## config.mk

```make
export PLATFORM = sky130hd
export DESIGN_NAME = tile_sequencer_flat
export DESIGN_NICKNAME = d
export VERILOG_FILES = /design/src/rtl/tile_sequencer_if.sv /design/src/rtl/tile_sequencer.sv /design/src/flat_wrapper.sv
export SDC_FILE = /design/constraint.sdc
export NUM_CORES = 1
export LEC_CHECK = 0
export ABC_AREA = 1
export BUFFER_PORTS_ARGS = -buffer_cell sky130_fd_sc_hd__buf_2
export CAP_MARGIN = 20
export CORE_AREA = 2 2 87 89
export DETAILED_ROUTE_END_ITERATION = 8
export DIE_AREA = 0 0 89 91
export PLACE_DENSITY = 0.83
export SYNTH_ARGS = -nofsm -noshare
export SYNTH_HDL_FRONTEND = slang
export SYNTH_SLANG_ARGS = --single-unit
export TNS_END_PERCENT = 50
```

## constraint.sdc

```tcl
create_clock -name clk -period 3.9 [get_ports clk]
set_clock_uncertainty 0.1 [all_clocks]
set_input_delay 0.195 -clock clk [delete_from_list [all_inputs] [get_ports clk]]
set_output_delay 0.195 -clock clk [all_outputs]
set_load 0.02 [all_outputs]
```

## src/rtl/tile_sequencer_if.sv

```systemverilog
// Control/observation bundle for tile_sequencer: run controls in, beat/row/score view out.
interface tile_sequencer_if #(
  parameter int unsigned ROWS = 8
);
  logic                  clear;
  logic                  run;
  logic [1:0]            speed;
  logic                  beat;
  logic [2:0]            data;
  logic [3*ROWS-1:0]     rows;
  logic [7:0]            tile_cnt;

  modport master (output clear, run, speed, input beat, data, rows, tile_cnt);
  modport slave  (input clear, run, speed, output beat, data, rows, tile_cnt);
endinterface

```

## src/rtl/tile_sequencer.sv

```systemverilog
// Falling-tile note source: beat timer, 8-bit LFSR row generator with no-repeat rule,
// ROWS-deep row shift buffer and saturating count of tiles landing on row 0.
module tile_sequencer #(
  parameter int unsigned BEAT_DIV = 12500000,
  parameter int unsigned ROWS     = 8,
  parameter logic [7:0]  SEED     = 8'hA5
) (
  input  logic           clk,
  input  logic           rst,
  tile_sequencer_if.slave bus
);
  localparam int unsigned RW       = 3 * ROWS;
  localparam logic [7:0]  SEED_EFF = (SEED == 8'h00) ? 8'h01 : SEED;

  logic [31:0]   cnt_q, cnt_d;
  logic [7:0]    lfsr_q, lfsr_d;
  logic [RW-1:0] rows_q, rows_d;
  logic          beat_q, beat_d;
  logic [7:0]    tile_cnt_q, tile_cnt_d;

  logic [31:0]   period;
  logic          terminal;
  logic [2:0]    cand;
  logic [2:0]    new_row;
  logic          lfsr_fb;

  always_comb begin
    // NOTE: every combinational output gets a default first so no latch is inferred.
    cnt_d      = cnt_q;
    lfsr_d     = lfsr_q;
    rows_d     = rows_q;
    beat_d     = 1'b0;
    tile_cnt_d = tile_cnt_q;

    period   = BEAT_DIV >> bus.speed;
    // >= rather than == so shortening the period mid-count fires on the next clock.
    terminal = bus.run && (cnt_q >= period - 32'd1);
    lfsr_fb  = lfsr_q[7] ^ lfsr_q[5] ^ lfsr_q[4] ^ lfsr_q[3];

    unique case (lfsr_q[1:0])
      2'b00:   cand = 3'b100;
      2'b01:   cand = 3'b010;
      2'b10:   cand = 3'b001;
      default: cand = 3'b000;
    endcase

    // The top row always holds the last generated row, so it is the repeat reference.
    if (cand != 3'b000 && cand == rows_q[RW-1 -: 3]) new_row = {cand[0], cand[2:1]};
    else                                             new_row = cand;

    if (bus.clear) begin
      cnt_d      = '0;
      lfsr_d     = SEED_EFF;
      rows_d     = '0;
      tile_cnt_d = '0;
    end else if (terminal) begin
      cnt_d  = '0;
      beat_d = 1'b1;
      rows_d = {new_row, rows_q[RW-1:3]};
      lfsr_d = {lfsr_q[6:0], lfsr_fb};
      if (rows_q[5:3] != 3'b000 && tile_cnt_q != 8'hFF) tile_cnt_d = tile_cnt_q + 8'd1;
    end else if (bus.run) begin
      cnt_d = cnt_q + 32'd1;
    end
  end

  always_ff @(posedge clk or negedge rst) begin
    if (!rst) begin
      cnt_q      <= '0;
      lfsr_q     <= SEED_EFF;
      rows_q     <= '0;
      beat_q     <= 1'b0;
      tile_cnt_q <= '0;
    end else begin
      // NOTE: state registers use non-blocking assignment so all update on the same edge.
      cnt_q      <= cnt_d;
      lfsr_q     <= lfsr_d;
      rows_q     <= rows_d;
      beat_q     <= beat_d;
      tile_cnt_q <= tile_cnt_d;
    end
  end

  assign bus.beat     = beat_q;
  assign bus.rows     = rows_q;
  assign bus.data     = rows_q[2:0];
  assign bus.tile_cnt = tile_cnt_q;
endmodule

```

## src/flat_wrapper.sv

```systemverilog
// flat-port wrapper written by rule: the top's interface ports become plain ports
module tile_sequencer_flat 
#(
  parameter int unsigned BEAT_DIV = 12500000,
  parameter int unsigned ROWS     = 8,
  parameter logic [7:0]  SEED     = 8'hA5
)
  (clk, rst, bus_clear, bus_run, bus_speed, bus_beat, bus_data, bus_rows, bus_tile_cnt);
  tile_sequencer_if #(.ROWS(ROWS)) bus_i ();
  input  logic clk;
  input  logic rst;
  input wire logic [$bits(bus_i.clear)-1:0] bus_clear;
  input wire logic [$bits(bus_i.run)-1:0] bus_run;
  input wire logic [$bits(bus_i.speed)-1:0] bus_speed;
  output wire logic [$bits(bus_i.beat)-1:0] bus_beat;
  output wire logic [$bits(bus_i.data)-1:0] bus_data;
  output wire logic [$bits(bus_i.rows)-1:0] bus_rows;
  output wire logic [$bits(bus_i.tile_cnt)-1:0] bus_tile_cnt;
  assign bus_i.clear = bus_clear;
  assign bus_i.run = bus_run;
  assign bus_i.speed = bus_speed;
  assign bus_beat = bus_i.beat;
  assign bus_data = bus_i.data;
  assign bus_rows = bus_i.rows;
  assign bus_tile_cnt = bus_i.tile_cnt;
  tile_sequencer #(.BEAT_DIV(BEAT_DIV), .ROWS(ROWS), .SEED(SEED)) u_core (.clk(clk), .rst(rst), .bus(bus_i));
endmodule
```

# After elaboration in Yosys (flattened, before gate mapping)
# Cells that the tools add are included.
word_totals:
  mem_bits_ro: 0
  in_bits: 6
  ramBits: 0
  n_memories: 0
  out_inout_bits: 36
  latch_bits: 0
  register_bits: 73
  elab_cells: 41
op_classes:
  muxes: 14
  div: 0
  reduce_logical: 10
  n_addsub: 3
  n_eq_ne: 4
  n_shift: 1
  n_bitwise: 3
  magnitude_cmp: 1
  n_mul: 0
op_table:
  columns: ["cell", "n"]
  rows:
  - ["$mux W32", 3]
  - ["$mux W24", 2]
  - ["$mux W8", 5]
  - ["$add A32 B1 Y32 const B", 1]
  - ["$ge A32 B32 Y1", 1]
  - ["$shr A24 B2 Y32 const A", 1]
  - ["$sub A32 B1 Y32 const B", 1]
  - ["$pmux W3 S3", 1]
  - ["$reduce_bool A3 Y1", 3]
  - ["$add A8 B1 Y8 const B", 1]
  - ["$ne A8 B8 Y1 const B", 1]
  - ["$reduce_bool A2 Y1", 2]
  - ["$eq A3 B3 Y1", 1]
  - ["$logic_and A1 B1 Y1", 3]
  - ["$mux W3", 1]
  - ["$xor A1 B1 Y1", 3]
  - ["$eq A2 B1 Y1 const B", 1]
  - ["$eq A2 B2 Y1 const B", 1]
  - ["$logic_not A2 Y1", 1]
  - ["$mux W1", 2]
  - ["$reduce_and A2 Y1", 1]

# Depth between registers and ports, before layout
# Gate-level depths: netlist (run 1).
depth:
  ltp_word: 7
  depth_mapped: 19
  mapped_depth_nobuf: 17

# Worst setup path after synthesis (run 1)
# OpenSTA, ideal clock, no wires.
synth_timing:
  path_kind: "in2reg"
  from: "input bus_speed[1]"
  to: "register u_core.rows_q[10], in the netlist u_core.bus.rows[10]"
  arrival_time_ns: 1.941
  setup_time_ns: 0.117
  slack_ns: 1.742
  t_required_ns: 3.683
  stages: 18
  path_buffers: 3
  cell_sequence: "buf_4 -> nand2_1 -> ha_1 -> ha_1 -> a21oi_1 -> nand2_1 -> nand2_1 -> nand2_1 -> nand2_1 -> nand2_1 -> nand2_1 -> nand2_2 -> nand2_4 -> nor2_4 -> buf_6 -> buf_6 -> nand2_1 -> nand2_1"
synth_between:
  elab_chain_len: 5
synth_lines:
  columns: ["element", "line_no", "rtl"]
  rows:
  - ["start: declaration", "flat_wrapper.sv:14", "input wire logic [$bits(bus_i.speed)-1:0] bus_speed;"]
  - ["$shr A24 B2 Y32", "tile_sequencer.sv:35", "period = BEAT_DIV >> bus.speed;"]
  - ["$sub A32 B1 Y32", "tile_sequencer.sv:37", "terminal = bus.run && (cnt_q >= period - 32'd1);"]
  - ["$ge A32 B32 Y1", "tile_sequencer.sv:37", null]
  - ["$logic_and A1 B1 Y1", "tile_sequencer.sv:37", null]
  - ["$reduce_bool A2 Y1 (no source line)", null, null]
  - ["end signal: assignment", "tile_sequencer.sv:78", "rows_q <= rows_d;"]
  - ["end: declaration", "tile_sequencer.sv:17", "logic [RW-1:0] rows_q, rows_d;"]
# No other way between the ends.
# A chain may end at the register's enable or synchronous reset.

# Final worst setup path (run 1)
layout_timing:
  from: "register u_core.cnt_q[14]"
  to: "register u_core.lfsr_q[7]"
layout_between:
  elab_chain_len: 3
layout_lines:
  columns: ["element", "line_no", "rtl"]
  rows:
  - ["start: declaration", "tile_sequencer.sv:15", "logic [31:0] cnt_q, cnt_d;"]
  - ["start signal: assignment", "tile_sequencer.sv:76", "cnt_q <= cnt_d;"]
  - ["$ge A32 B32 Y1", "tile_sequencer.sv:37", null]
  - ["$logic_and A1 B1 Y1", "tile_sequencer.sv:37", null]
  - ["$reduce_bool A2 Y1 (no source line)", null, null]
  - ["end signal: assignment", "tile_sequencer.sv:77", "lfsr_q <= lfsr_d;"]
  - ["end: declaration", "tile_sequencer.sv:16", "logic [7:0] lfsr_q, lfsr_d;"]
# No other way between the ends.

==> impl_metrics.tcl, run 1 <==
set metrics [dict create \
    grt_pass1_vias 3696 \
    yosysTopAreaCellShare_pct 39.16 \
    fmax_mhz 359.3 \
    clk_pin_slew_ns 0.08 \
    hold_class "in -> reg" \
    cp_data_arrival_time_ns 2.98 \
    cp-end-kind "register" \
    cts_root_buf "clkbuf_8" \
    grt_pass1_wl_um 16480 \
    grt-ovfl-total 0 \
    slew_headroom_pct 49.41 \
    avgSynthCellArea_um2 7.682 \
    core_region_area_um2 7137 \
    route.detailed.drc 0 \
    ctsHoldBuffers 1 \
    initial_core_util_pct 61.78 \
    synth_area_leaders "dfrtp_1, nand2_1, ha_1" \
    vias 3906 \
    drtIter0Drc 293 \
    synthToLayoutAreaGrowth_pct 11.24 \
    ys_warn_count 0 \
    io_pins 42 \
    maxCapViolations 0 \
    post_cts_buffers 0 \
    crit_required_ns 4.10 \
    wirelength_um 9450 \
    dpl_cell_area_um2 4667 \
    tns_ns 0 \
    dr.pass1.iters 6 \
    period_share_pct 71.37 \
    synth_top_family_by_area "simple AND/OR/NAND/NOR gates" \
    status "complete, no violations" \
    die_y_um 91 \
    worstHoldStart "bus_run" \
    regToRegSetupSlack_ns 1.12 \
    die_area_um2 8099 \
    peakVddDrop_v 0.0002831 \
    htreeDepth 3 \
    min_path_cells 3 \
    drive_gt1_share_pct 13.48 \
    worstSetupStartpointType "register" \
    leakagePower_nw 2.678 \
    worstSetupPathType "reg -> reg" \
    post-route-min-period_ns 2.783 \
    antenna_found_initial 0 \
    fin_area_um2 4905 \
    grt_usage_pct 25.61 \
    cts_sinks 73 \
    worst_pin_slew_ns 0.7577 \
    reg2reg_from "u_core.cnt_q[14]$_DFFE_PN0P_" \
    drv_slew 0 \
    antenna_cells 0 \
    ant_nets 0 \
    synth.distinct_cells 36 \
    insertion_delay_ns 0.35 \
    die_w_um 89 \
    gp_congestion 0.9151 \
    final_nets 654 \
    reg2regPathDepth 13 \
    synth_compound_gate_area_share_pct 3.802 \
    cts_buffer_depth 2 \
    cts_tree "built" \
    r2r_end "u_core.lfsr_q[7]$_DFFE_PN1P_" \
    synth_fa_ha_area_share_pct 8.513 \
    place.port_buffers 41 \
    dp_hpwl_um 6752 \
    ys_ff_latch 73 \
    routedWlPerCell_um 13.09 \
    setup_violations 0 \
    synth_mux_area_share_pct 0.2270 \
    synthSimpleGateAreaFrac_pct 34.05 \
    cts_buffers 9 \
    post_cts_resized 0 \
    whs_endpoint "u_core.cnt_q[1]$_DFFE_PN0P_" \
    grt_max_degree 47 \
    final_hold_viol_count 0 \
    synth_xor_area_share_pct 4.370 \
    viasPerCell 5.410 \
    crit_path_max_fanout 37 \
    fillerInstances 610 \
    rsz0062_at_grt "false" \
    power.density_nw_per_um2 315.3 \
    yosys.area.top_type "dfrtp_1" \
    yosysSeqAreaShare_pct 41.54 \
    syn_inst 574 \
    num_rows 31 \
    synth.cell_area_um2 4409 \
]
metrics by stage:
step | setup slack (ns) | hold slack (ns) | total power, mW | utilization, % | cells
final | 1.117 | 0.09154 | 1.546 | 68.72 | 722
after global routing | 0.8575 | 0.09808 | 1.618 | 68.72 | 722
after CTS | 1.128 | 0.08364 | 1.560 | 68.72 | 722
after detailed placement | 0.9020 | 0.1621 | 0.8966 | 65.39 | 705
after global placement | 1.010 | 0.1580 | 0.8923 | 65.39 | 705
after floorplan | 1.742 | -0.2006 | 0.8588 | - | 583
final cells by class:
class	instances	area (um2)	area share, %
multi-input combinational	435	2288	46.66
sequential	73	1832	37.35
timing repair buffer	43	222.7	4.541
inverter	56	210.2	4.286
clock buffer	10	137.6	2.806
tap	99	123.9	2.526
clock inverter	6	90.09	1.837
cells in the final DEF, fill, tap and decap left out, types with 11 or more instances in the layout:
master | netlist | layout
a21oi_1 | 15 | 15
buf_2 | 6 | 41
conb_1 | 2 | 11
dfrtp_1 | 69 | 69
ha_1 | 30 | 30
inv_1 | 53 | 53
nand2_1 | 166 | 166
nand3_1 | 59 | 59
nand4_1 | 13 | 13
nor2_1 | 62 | 62
nor3_1 | 15 | 15
xor2_1 | 15 | 15
layer usage:
metal	part of all wire (%)	global-route usage (%)
met4	2.3	10.82
met3	4.8	4.091
met2	50	41.11
met5	0	0
met1	43	34.17
worst max path at each step:
stage,start,end,slack (ns),cells after the start
2_1_floorplan,bus_speed[1],u_core.bus.rows[10]$_DFFE_PN0P_,1.74,18
3_3_place_gp,bus_speed[0],u_core.lfsr_q[0]$_DFFE_PN1P_,1.01,16
3_5_place_dp,bus_speed[0],u_core.lfsr_q[0]$_DFFE_PN1P_,0.90,16
4_1_cts,u_core.cnt_q[15]$_DFFE_PN0P_,u_core.lfsr_q[7]$_DFFE_PN1P_,1.13,13
5_1_grt,u_core.cnt_q[15]$_DFFE_PN0P_,u_core.lfsr_q[2]$_DFFE_PN1P_,0.86,13
6_report,u_core.cnt_q[14]$_DFFE_PN0P_,u_core.lfsr_q[7]$_DFFE_PN1P_,1.12,13
logic make-up after synthesis:
family,after synthesis
muxes,1
AOI/OAI and AO/OA,30
adders and majority gates,30
xor gates and xnor gates,22
buffers and inverters,75
DFF,73
other,2
and+or+nand+nor,341
cells in the mapped netlist (all sizes together):
cell / count
buf: 13
a21o: 1
o21ai: 9
a21oi: 16
dfstp: 4
o21a: 1
nand3: 60
o21bai: 2
xor2: 15
a31o: 1
or2: 3
dfrtp: 69
nor4: 3
xnor2: 7
nor2: 68
nor3: 16
nand2: 171
conb: 2
inv: 56
clkbuf: 6
nand4: 14
nand3b: 3
nor3b: 3
mux2i: 1
ha: 30
power breakdown:
| group | switching, mW | internal (mW) | total, mW |
|---|---|---|---|
| logic | 0.0729 | 0.0295 | 0.102 |
| registers | 0.0109 | 0.769 | 0.780 |
| clock network | 0.284 | 0.379 | 0.664 |
| total | 0.368 | 1.18 | 1.55 |
sequential cells by signal (all words and copies together), names as in the netlist:
| name | count |
|---|---|
| u_core.bus.tile_cnt | 8 |
| u_core.lfsr_q | 8 |
| u_core.cnt_q | 32 |
| u_core.bus.rows | 24 |
| u_core.bus.beat | 1 |
critical path: stages (launching register included):
cell	delay [ns]
dfrtp_1	0.45
ha_1	0.32
nand2_1	0.06
nor2_1	0.12
nand3_1	0.11
nor2_1	0.15
nand2_1	0.08
nand2_1	0.06
nand2_1	0.06
nand2_2	0.12
nand2_4	0.24
nand2_2	0.56
o21ai_0	0.20
nand2_1	0.09
Note: power is estimated with default switching activity, not from simulation.
==> run 2: changes to the inputs <==
--- a/config.mk
+++ b/config.mk
@@ -8,10 +8,10 @@
 export ABC_AREA = 1
 export BUFFER_PORTS_ARGS = -buffer_cell sky130_fd_sc_hd__buf_2
 export CAP_MARGIN = 20
-export CORE_AREA = 2 2 87 89
+export CORE_AREA = 2 2 89 91
 export DETAILED_ROUTE_END_ITERATION = 8
-export DIE_AREA = 0 0 89 91
-export PLACE_DENSITY = 0.83
+export DIE_AREA = 0 0 91 93
+export PLACE_DENSITY = 0.79
 export SYNTH_ARGS = -nofsm -noshare
 export SYNTH_HDL_FRONTEND = slang
 export SYNTH_SLANG_ARGS = --single-unit
==> constraint.sdc (replaced) <==
create_clock -name clk -period 2.82 [get_ports clk]
set_clock_uncertainty 0.1 [all_clocks]
set_input_delay 0.141 -clock clk [delete_from_list [all_inputs] [get_ports clk]]
set_output_delay 0.141 -clock clk [all_outputs]
set_load 0.02 [all_outputs]
==> impl_metrics.tcl, run 2 (synthesis results as in run 1) <==
set metrics [dict create \
    status "complete, no violations" \
    htreeDepth 3 \
    cp_data_arrival_time_ns 2.65 \
    reg2reg_from "u_core.cnt_q[14]$_DFFE_PN0P_" \
    grt_pass1_vias 3742 \
    pwr-share-comb_pct 7.3 \
    worstSetupStartpointType "register" \
    fillerInstances 671 \
    post_cts_buffers 0 \
    final_hold_viol_count 0 \
    die_y_um 93 \
    io_pins 42 \
    wirelength_um 9400 \
    crit_required_ns 3.02 \
    viasPerCell 5.256 \
    die_area_um2 8463 \
    post_cts_resized 0 \
    peakVddDrop_v 0.0003542 \
    core_region_area_um2 7527 \
    fin_area_um2 4916 \
    die_w_um 91 \
    route.detailed.drc 0 \
    rsz0062_at_grt "false" \
    cts_buffers 9 \
    worstHoldStart "bus_clear" \
    mostFrequentLayoutCells "nand2_1, dfrtp_1, nor2_1, nand3_1, inv_1" \
    min_path_cells 3 \
    synthToLayoutAreaGrowth_pct 11.49 \
    cts_buffer_depth 2 \
    cts_root_buf "clkbuf_8" \
    intPower_mw 1.446 \
    vias 3842 \
    p_clk_share_pct 39.1 \
    insertion_delay_ns 0.36 \
    slew_headroom_pct 40.11 \
    grt_usage_pct 24.75 \
    maxCapViolations 0 \
    antenna_found_initial 0 \
    switchingPower_mw 0.5651 \
    gp_congestion 0.9133 \
    drive_gt1_share_pct 14.15 \
    multi_input_area_um2 2288 \
    cts_tree "built" \
    fmax_mhz 408.1 \
    final_common_cell "nand2_1" \
    cts_sinks 73 \
    grt_pass1_wl_um 16820 \
    period_share_pct 86.89 \
    reg2regPathDepth 13 \
    ctsHoldBuffers 2 \
    sequentialPowerShare_pct 53.6 \
    crit_path_max_fanout 29 \
    regMostFlops "u_core.cnt_q" \
    dp_hpwl_um 6793 \
    switching_share_pct 28.10 \
    cp-end-kind "register" \
    dr.pass1.iters 4 \
    dpl_cell_area_um2 4708 \
    num_rows 32 \
    timing.hold.ws_ns 0.1255 \
    regToRegSetupSlack_ns 0.37 \
    drv_slew 0 \
    routedWlPerCell_um 12.86 \
    worst_pin_slew_ns 0.8983 \
    clk_pin_slew_ns 0.09 \
    drtIter0Drc 168 \
    initial_core_util_pct 58.58 \
    largest_reg_flops 32 \
    hold_class "in -> reg" \
    ant_nets 0 \
    power.density_nw_per_um2 409.0 \
    antenna_cells 0 \
    grt_max_degree 41 \
    leakagePower_nw 2.683 \
    final_nets 660 \
    grt-ovfl-total 0 \
    post-route-min-period_ns 2.450 \
    setup_violations 0 \
    seq_area_um2 1832 \
    place.port_buffers 41 \
    startpoint "u_core.cnt_q[14]$_DFFE_PN0P_" \
    tns_ns 0 \
    worstSetupPathType "reg -> reg" \
]
[run 2: path summary, 6_finish.rpt]
| kind | to |
|---|---|
| hold / removal | u_core.lfsr_q[5]$_DFFE_PN1P_ |
| min in group asynchronous | u_core.bus.tile_cnt[1]$_DFFE_PN0P_ |
| setup / recovery | u_core.bus.rows[19]$_DFFE_PN0P_ |
| setup reg to reg | u_core.bus.rows[19]$_DFFE_PN0P_ |
| max in group asynchronous | u_core.bus.rows[23]$_DFFE_PN0P_ |
| hold reg to reg | u_core.lfsr_q[2]$_DFFE_PN1P_ |
[run 2: through the flow]
step	power, mW	util, %	std cells	worst slack (ns)
2_1_floorplan	1.188	-	583	0.7157
3_3_place_gp	1.239	62.55	713	0.3539
3_5_place_dp	1.245	62.55	713	0.2300
4_1_cts	2.032	65.31	731	0.3430
5_1_grt	2.101	65.31	731	0.06932
6_report	2.011	65.31	731	0.3698
[run 2: layout make-up]
cell class              count  area share, %
flip-flops and latches     73          37.26
clock inverters             7          1.298
repair buffers             49          5.498
clock buffers               9          2.520
well taps                 102          2.596
multi-input cells         435          46.55
inverters                  56          4.276
[run 2: per-layer routing]
layer  part of all wire (%)  vias to the layer above  wire length (um)  GRT usage (%)
li1                       -                     1934                 -              -
met3                    4.4                       16               416          5.077
met1                     46                     1808              4301          32.02
met2                     48                       84              4530          41.30
met4                    1.6                        0               152          9.343
met5                      0                        -                 0              0
[run 2: critical path, stage by stage, from the launching register on]
cell     delay [ns]
dfrtp_1        0.45
ha_1           0.32
nand2_1        0.05
nor2_1         0.13
nand3_1        0.12
nor2_1         0.11
nand2_1        0.06
nand2_1        0.07
nand2_1        0.06
nand2_2        0.11
nand2_4        0.10
nor2_4         0.49
nand2_1        0.13
nand2_1        0.10
[run 2: power groups by stage]
stage / sequential (mW) / clock, mW / combinational, mW
CTS: 1.08 / 0.805 / 0.150
finish: 1.08 / 0.786 / 0.147
detailed placement: 1.10 / 0 / 0.147
floorplan: 1.10 / 0 / 0.0854
global route: 1.08 / 0.849 / 0.171
global placement: 1.10 / 0 / 0.142
==> run 3: changes to the inputs <==
==> constraint.sdc (replaced) <==
create_clock -name clk -period 2.7 [get_ports clk]
set_clock_uncertainty 0.1 [all_clocks]
set_input_delay 0.135 -clock clk [delete_from_list [all_inputs] [get_ports clk]]
set_output_delay 0.135 -clock clk [all_outputs]
set_load 0.02 [all_outputs]
==> impl_metrics.tcl, run 3 (synthesis results as in run 1) <==
set metrics [dict create \
    drive_gt1_share_pct 14.31 \
    post-route-min-period_ns 2.381 \
    cp-end-kind "register" \
    gp_congestion 0.8815 \
    drv_slew 0 \
    die_y_um 93 \
    ant_nets 0 \
    largest_reg_flops 32 \
    synthToLayoutAreaGrowth_pct 13.51 \
    cp_cell_sequence "ha_1, nand2_1, nor2_1, nand4_1, inv_1, nand2_1, nor2_1, nand2_1, nand2_2, nand2_4, nor2_4, nand2_1, nand2_1" \
    insertion_delay_ns 0.36 \
    routedWlPerCell_um 13.09 \
    utilization_pct 66.49 \
    slowest_delay_ns 0.41 \
    dp_cells 713 \
    grt_pass1_vias 3643 \
    final_nets 660 \
    clk_pin_slew_ns 0.08 \
    leakagePower_nw 2.720 \
    viasPerCell 5.226 \
    worst_pin_slew_ns 0.8099 \
    crit_path_max_fanout 15 \
    status "complete, no violations" \
    crit_required_ns 2.89 \
    core_region_area_um2 7527 \
    cts_buffer_depth 2 \
    crit_top_cell "nand2_1" \
    critPathTopFamily "simple AND/OR/NAND/NOR gates" \
    power.density_nw_per_um2 471.3 \
    cts_root_buf "clkbuf_8" \
    crit_buf_inv 1 \
    io_pins 42 \
    wirelength_um 9571 \
    tns_ns 0 \
    cts_tree "built" \
    fmax_mhz 420.0 \
    route.detailed.drc 0 \
    worstSetupStartpointType "register" \
    regMostFlops "u_core.cnt_q" \
    final_cells 731 \
    antenna_found_initial 0 \
    cts_sinks 73 \
    antenna_cells 0 \
    fillerInstances 683 \
    slew_headroom_pct 46.01 \
    final_common_cell "nand2_1" \
    vias 3820 \
    grt_pass1_wl_um 16430 \
    hold_class "in -> reg" \
    place.port_buffers 41 \
    die_area_um2 8463 \
    grt_max_degree 41 \
    dpl_cell_area_um2 4733 \
    cts_buffers 9 \
    worstSetupPathType "reg -> reg" \
    die_w_um 91 \
    rsz0062_at_grt "false" \
    dp_hpwl_um 6605 \
    final_hold_viol_count 0 \
    grt_usage_pct 23.75 \
    setup_violations 0 \
    period_share_pct 88.19 \
    timing.hold.ws_ns 0.005673 \
    mostFrequentLayoutCells "nand2_1, dfrtp_1, nor2_1, nand3_1, inv_1" \
    fin_area_um2 5005 \
    htreeDepth 3 \
    num_rows 32 \
    maxCapViolations 0 \
    peakVddDrop_v 0.0003600 \
    cpMaxStageDelayCell "dfrtp_1" \
    cp_data_arrival_time_ns 2.57 \
    grt-ovfl-total 0 \
    drtIter0Drc 161 \
    dr.pass1.iters 4 \
    initial_core_util_pct 58.58 \
]
-- run 3: per-layer routing --
metal	track usage (%)	vias up	part of all wire, %
li1	-	1937	-
met1	31.38	1770	46
met2	39.44	94	48
met3	4.512	19	3.9
met4	8.333	0	2.2
met5	0	-	0
-- run 3: per-stage QoR --
step / total power [mW] / setup slack, ns
final: 2.359 / 0.3189
after global routing: 2.441 / 0.09758
after CTS: 2.374 / 0.1580
after detailed placement: 1.304 / 0.1871
after global placement: 1.299 / 0.2457
after floorplan: 1.240 / 0.6017
-- run 3: cell type report --
cell class	instances	area, um2	share of cell area [%]
inverter	56	210.2	4.200
tap	102	127.6	2.550
multi-input combinational	436	2300	45.95
sequential	73	1832	36.60
clock inverter	7	126.4	2.525
timing repair buffer	48	285.3	5.700
clock buffer	9	123.9	2.475
-- run 3: repair_timing --
item / CTS / global route
hold buffers: 1 / 0
hold endpoints to repair: 33 / 0
setup endpoints to repair: 0 / 28
resized for setup: 0 / 1
setup buffers: 0 / 0
-- run 3: path summary, 6_finish.rpt --
check	from	end	slack, ns	cells after the start
setup / recovery	u_core.cnt_q[31]$_DFFE_PN0P_	u_core.bus.rows[19]$_DFFE_PN0P_	0.32	13
min in group asynchronous	rst	u_core.bus.tile_cnt[3]$_DFFE_PN0P_	0.30	2
max in group asynchronous	rst	u_core.lfsr_q[5]$_DFFE_PN1P_	1.44	3
hold / removal	bus_run	u_core.cnt_q[1]$_DFFE_PN0P_	0.006	3
hold reg to reg	u_core.lfsr_q[2]$_DFFE_PN1P_	u_core.lfsr_q[2]$_DFFE_PN1P_	0.39	2
setup reg to reg	u_core.cnt_q[31]$_DFFE_PN0P_	u_core.bus.rows[19]$_DFFE_PN0P_	0.32	13
-- run 3: power by group --
part	switching, mW	internal, mW
logic	0.109	0.0493
clock network	0.451	0.625
registers	0.0148	1.11
-- run 3: tightest hold or removal path, cell delays in order --
cell     delay [ns]
buf_2          0.14
nand4_1        0.10
nand2_1        0.05
